**config.mk**
```make
export PLATFORM = sky130hd
export DESIGN_NAME = shared_reg_arbiter
export DESIGN_NICKNAME = d
export VERILOG_FILES = /design/src/rtl/shared_reg_arb_pkg.sv /design/src/rtl/rr_arb2.sv /design/src/rtl/shared_reg_arbiter.sv
export SDC_FILE = /design/constraint.sdc
export NUM_CORES = 1
export LEC_CHECK = 0
export CAP_MARGIN = 10
export CORE_MARGIN = 2
export CORE_UTILIZATION = 45
export CTS_CLUSTER_SIZE = 12
export DETAILED_ROUTE_END_ITERATION = 6
export PLACE_DENSITY = 0.93
export RECOVER_POWER = 50
export SLEW_MARGIN = 10
export SYNTH_ARGS = -nofsm -noshare
export SYNTH_HDL_FRONTEND = slang
export SYNTH_SLANG_ARGS = --single-unit
```
**constraint.sdc**
```tcl
create_clock -name C -period 3.5 [get_ports C]
set_input_delay 0.7 -clock C [delete_from_list [all_inputs] [get_ports C]]
set_output_delay 0.7 -clock C [all_outputs]
set_load 0.02 [all_outputs]
```
**src/rtl/shared_reg_arb_pkg.sv**
```systemverilog
// Shared types and constants for the shared register arbiter.
// State enum, grant ids and init counter width.
package shared_reg_arb_pkg;

  typedef enum logic {
    ST_INIT,
    ST_RUN
  } state_t;

  localparam logic GNT_0 = 1'b0;
  localparam logic GNT_1 = 1'b1;

  localparam int CNT_W = 8;

endpackage

```
**src/rtl/rr_arb2.sv**
```systemverilog
// Combinational 2-way round-robin pick; grant is one-hot or zero.
// Ports: valid[1:0], last_grant, enable in; grant[1:0] out.
module rr_arb2
  import shared_reg_arb_pkg::*;
(
  input  logic [1:0] valid,
  input  logic       last_grant,
  input  logic       enable,
  output logic [1:0] grant
);

  always_comb begin
    grant = 2'b00;
    if (enable) begin
      unique case (valid)
        2'b01:   grant = 2'b01;
        2'b10:   grant = 2'b10;
        // On a tie the requester not served last wins.
        2'b11:   grant = (last_grant == GNT_1) ? 2'b01 : 2'b10;
        default: grant = 2'b00;
      endcase
    end
  end

endmodule

```
**src/rtl/shared_reg_arbiter.sv**
```systemverilog
// Owns one sync-clearable register; init sequence, then round-robin
// writes from two requesters with clear priority. Ports: C, R, clr_req,
// req0/1 valid/data/ready, Q, busy, upd, last_grant.
module shared_reg_arbiter
  import shared_reg_arb_pkg::*;
#(
  parameter int               WIDTH       = 8,
  parameter int               INIT_CYCLES = 4,
  parameter logic [WIDTH-1:0] RST_VAL     = '0
) (
  input  logic             C,
  input  logic             R,
  input  logic             clr_req,
  input  logic             req0_valid,
  input  logic [WIDTH-1:0] req0_data,
  output logic             req0_ready,
  input  logic             req1_valid,
  input  logic [WIDTH-1:0] req1_data,
  output logic             req1_ready,
  output logic [WIDTH-1:0] Q,
  output logic             busy,
  output logic             upd,
  output logic             last_grant
);

  localparam logic [CNT_W-1:0] CNT_LAST =
    CNT_W'(INIT_CYCLES - 1);

  state_t           state;
  state_t           state_nx;
  logic [CNT_W-1:0] cnt;
  logic [1:0]       grant;
  logic             run;

  assign run = (state == ST_RUN);

  rr_arb2 u_arb (
    .valid      ({req1_valid, req0_valid}),
    .last_grant (last_grant),
    .enable     (run && !clr_req),
    .grant      (grant)
  );

  assign req0_ready = grant[0];
  assign req1_ready = grant[1];
  assign busy       = !run;

  always_ff @(posedge C or negedge R) begin
    if (!R) state <= ST_INIT;
    else    state <= state_nx;
  end

  always_comb begin
    state_nx = state;
    unique case (state)
      ST_INIT: if (cnt == CNT_LAST) state_nx = ST_RUN;
      ST_RUN:  state_nx = ST_RUN;
      default: state_nx = ST_INIT;
    endcase
  end

  always_ff @(posedge C or negedge R) begin
    if (!R)       cnt <= '0;
    else if (!run) cnt <= cnt + 1'b1;
  end

  always_ff @(posedge C or negedge R) begin
    if (!R) begin
      Q          <= RST_VAL;
      upd        <= 1'b0;
      last_grant <= GNT_1;
    end else begin
      upd <= 1'b0;
      if (!run) begin
        Q <= RST_VAL;
      end else if (clr_req) begin
        // Clear pulses upd even if Q already equals RST_VAL.
        Q   <= RST_VAL;
        upd <= 1'b1;
      end else if (grant[0]) begin
        Q          <= req0_data;
        last_grant <= GNT_0;
        upd        <= 1'b1;
      end else if (grant[1]) begin
        Q          <= req1_data;
        last_grant <= GNT_1;
        upd        <= 1'b1;
      end
    end
  end

endmodule

```
==> impl_results.md <==
* Pin count of the biggest net entering global routing at 20
* Final setup fails at 0
* Critical path destination: req1_ready
* Post_cts resized at 0
* Dpl hpwl at 1440 um
* Core Area at 1760 sq um
* Drt first pass iters at 4
* Ant diodes at 0
* Post-CTS setup buffer count at 0
* Warnings from Yosys at 0
* Die ar. at 2280 sq um
* FP Rows at 15
* Via density at 5.24
* Synth unique cells at 25
* Hold Violations, Final at 0
* Initial antenna violation count at 0
* First-pass GRT wire length at 2960 um
* Clk Latency, worst-skew pair at 0.29 ns
* RSZ-0062 raised after global routing: no
* DRC at 0
* Share of cells above drive strength 1 at 8.65%
* Slew headroom at 45.7%
* Grt ovf at 0
* Die width at 47.7 um
* DIE HEIGHT at 47.7 um
* Detailed-route via count at 676
* Reported leakage power at 0.540 nW
* DR iter-0 viols at 14
* Vias in the first global route at 673
* Worst path depth at 4
* R2R Path End: Q[4]$_DFFE_PN0P_
* R2r worst-path depth at 3
* Max-Cap Viols at 0
* Post-place instance area at 1200 sq um
* Final nets at 127
* Syn_nets at 91
* Port Buf Inserts at 33
* DR WL/cell at 14.2 um
* Sequential area share after synthesis at 55.5%
* Initial Util at 48.7%
* TritonCTS Buffers at 3
* CP max stage delay at 0.67 ns
* Post-route ant nets at 0
* CTS max path bufs at 2
* Synthesized area at 860 sq um
* CP Launch Point: clr_req
* Crit Path Max Fanout at 9
* Syn Inst Count at 69
* PwrDens at 355 nW/um^2
* Post-Syn Area per Cell at 12.5 sq um
* Post-Route Setup TNS at 0 ns
* Max frequency at 310 MHz
* Worst path slowest cell: clkdlybuf4s50_1
* R2R Setup Slk at 2.07 ns
* Worst setup EP type: primary output
* Commonest non-fill, non-tap cell in the layout: clkdlybuf4s50_1
* Area grow syn2layout at 43.4%
* HP Class: reg -> reg
* Critical Path AT at 2.53 ns
* CP required at 2.80 ns
* Critical Path, Cell by Cell: dlygate4sd3_1 > nor2b_4 > and3_1 > clkdlybuf4s50_1
* CTS tree: yes
* Gr usage total at 19.3%
* Reg-to-reg critical path startpoint: run$_DFF_PN0_
* Worst Skew at 0.00441 ns
* Clock transition at path regs at 0.10 ns
* FF+latch count, synth at 19
* Fill cells at 147
* Hold buffers post-CTS at 0
* # IOs at 34
* CP delay by family, top: buffers and inverters
* Status: finished clean
* Post-route minimum period at 3.23 ns
* CTS H-Tree Depth at 1
* Root Buffer: clkbuf_4
* # clock sinks at 19
* Critical path startpoint category: primary input
* Commonest non-fill, non-tap cells in the layout: clkdlybuf4s50_1 (30), dfrtp_1 (18), and2_1 (8), a221o_1 (8), xnor2_1 (7)
* Tcrit/Tclk final at 92.3%
* Critical path class: in -> out
* Finished layout cell area at 1230 sq um
* GPL Wtd Cong at 0.859
* Total wire length at 1840 um
* Buf+Inv Stages, Crit Path at 2
* Worst slew pin tran at 0.812 ns
* Max Slew Vio Count at 0
* Peak VDD IR at 241 uV
[cells by family after synthesis]
kind of cell,Yosys count,share of synthesized area [%]
buffers and inverters,4,2.77
adder cells (fa/ha/maj),1,1.46
AND/OR/NAND/NOR,26,20.2
multiplexers,1,1.31
AO/OA/AOI/OAI,11,11.6
flip-flops,19,55.5
XOR/XNOR,7,7.13
[cell type report]
cell class              instances  area [sq um]  area share, %
clock buffers                   3          22.5           1.83
clock inverters                 1          5.00          0.406
inverters                       2          7.51          0.609
multi-input cells              46           359           29.1
flip-flops and latches         19           477           38.7
well taps                      25          31.3           2.54
repair buffers                 33           330           26.8
[per-layer routing]
layer / part of all wire (%) / track usage [%] / up-vias
met5: 0 / 0 / -
met4: 1.0 / 8.11 / 0
met3: 2.6 / 2.26 / 2
met2: 52 / 32.3 / 18
met1: 45 / 25.2 / 330
li1: - / - / 326
[cell usage after synthesis]
| master | n | area, sq um |
|---|---|---|
| a21oi_1 | 1 | 5.00 |
| a221o_1 | 8 | 80.1 |
| a31oi_1 | 1 | 6.26 |
| and2_1 | 8 | 50.1 |
| and3_1 | 2 | 12.5 |
| and3_4 | 1 | 11.3 |
| and4b_1 | 1 | 10.0 |
| buf_2 | 1 | 5.00 |
| buf_6 | 1 | 11.3 |
| dfrtp_1 | 18 | 450 |
| dfstp_2 | 1 | 26.3 |
| ha_1 | 1 | 12.5 |
| inv_1 | 2 | 7.51 |
| mux2_2 | 1 | 11.3 |
| nand2_1 | 2 | 7.51 |
| nand2b_1 | 1 | 6.26 |
| nand3_1 | 5 | 25.0 |
| nor2_1 | 1 | 3.75 |
| nor2b_1 | 1 | 6.26 |
| nor2b_4 | 1 | 13.8 |
| nor3_1 | 1 | 5.00 |
| nor4b_2 | 1 | 15.0 |
| o41ai_1 | 1 | 8.76 |
| or4_1 | 1 | 7.51 |
| xnor2_1 | 7 | 61.3 |
[state kept, by name, summed over array words and instances (netlist names)]
name        flops
Q               8
cnt             8
last_grant      1
run             1
upd             1
[per-stage QoR]
stage | power (mW) | setup slack [ns] | utilization, % | instances | hold WS [ns]
floorplan | 0.281 | 1.64 | - | 69 | 0.404
global placement | 0.335 | 0.464 | 68.3 | 125 | 0.454
detailed placement | 0.338 | 0.392 | 68.3 | 125 | 0.467
CTS | 0.444 | 0.388 | 69.9 | 129 | 0.483
global route | 0.457 | 0.239 | 69.9 | 129 | 0.492
finish | 0.437 | 0.270 | 69.9 | 129 | 0.478
[worst min-delay path by stage]
stage | from | end | slack (ns) | cells past startpoint
2_1_floorplan | R | Q[0]$_DFFE_PN0P_ | 0.40 | 0
3_3_place_gp | cnt[7]$_DFFE_PN0N_ | cnt[7]$_DFFE_PN0N_ | 0.45 | 1
3_5_place_dp | cnt[7]$_DFFE_PN0N_ | cnt[7]$_DFFE_PN0N_ | 0.47 | 1
4_1_cts | cnt[7]$_DFFE_PN0N_ | cnt[7]$_DFFE_PN0N_ | 0.48 | 1
5_1_grt | cnt[7]$_DFFE_PN0N_ | cnt[7]$_DFFE_PN0N_ | 0.49 | 1
6_report | cnt[7]$_DFFE_PN0N_ | cnt[7]$_DFFE_PN0N_ | 0.48 | 1
[power breakdown]
group	internal (mW)	switching, mW	leakage (nW)
Combinational	0.0525	0.0417	0.282
Clock	0.0424	0.0624	0.0177
Sequential	0.232	0.00622	0.240
Total	0.327	0.110	0.540
(Power assumes the default switching activity.)
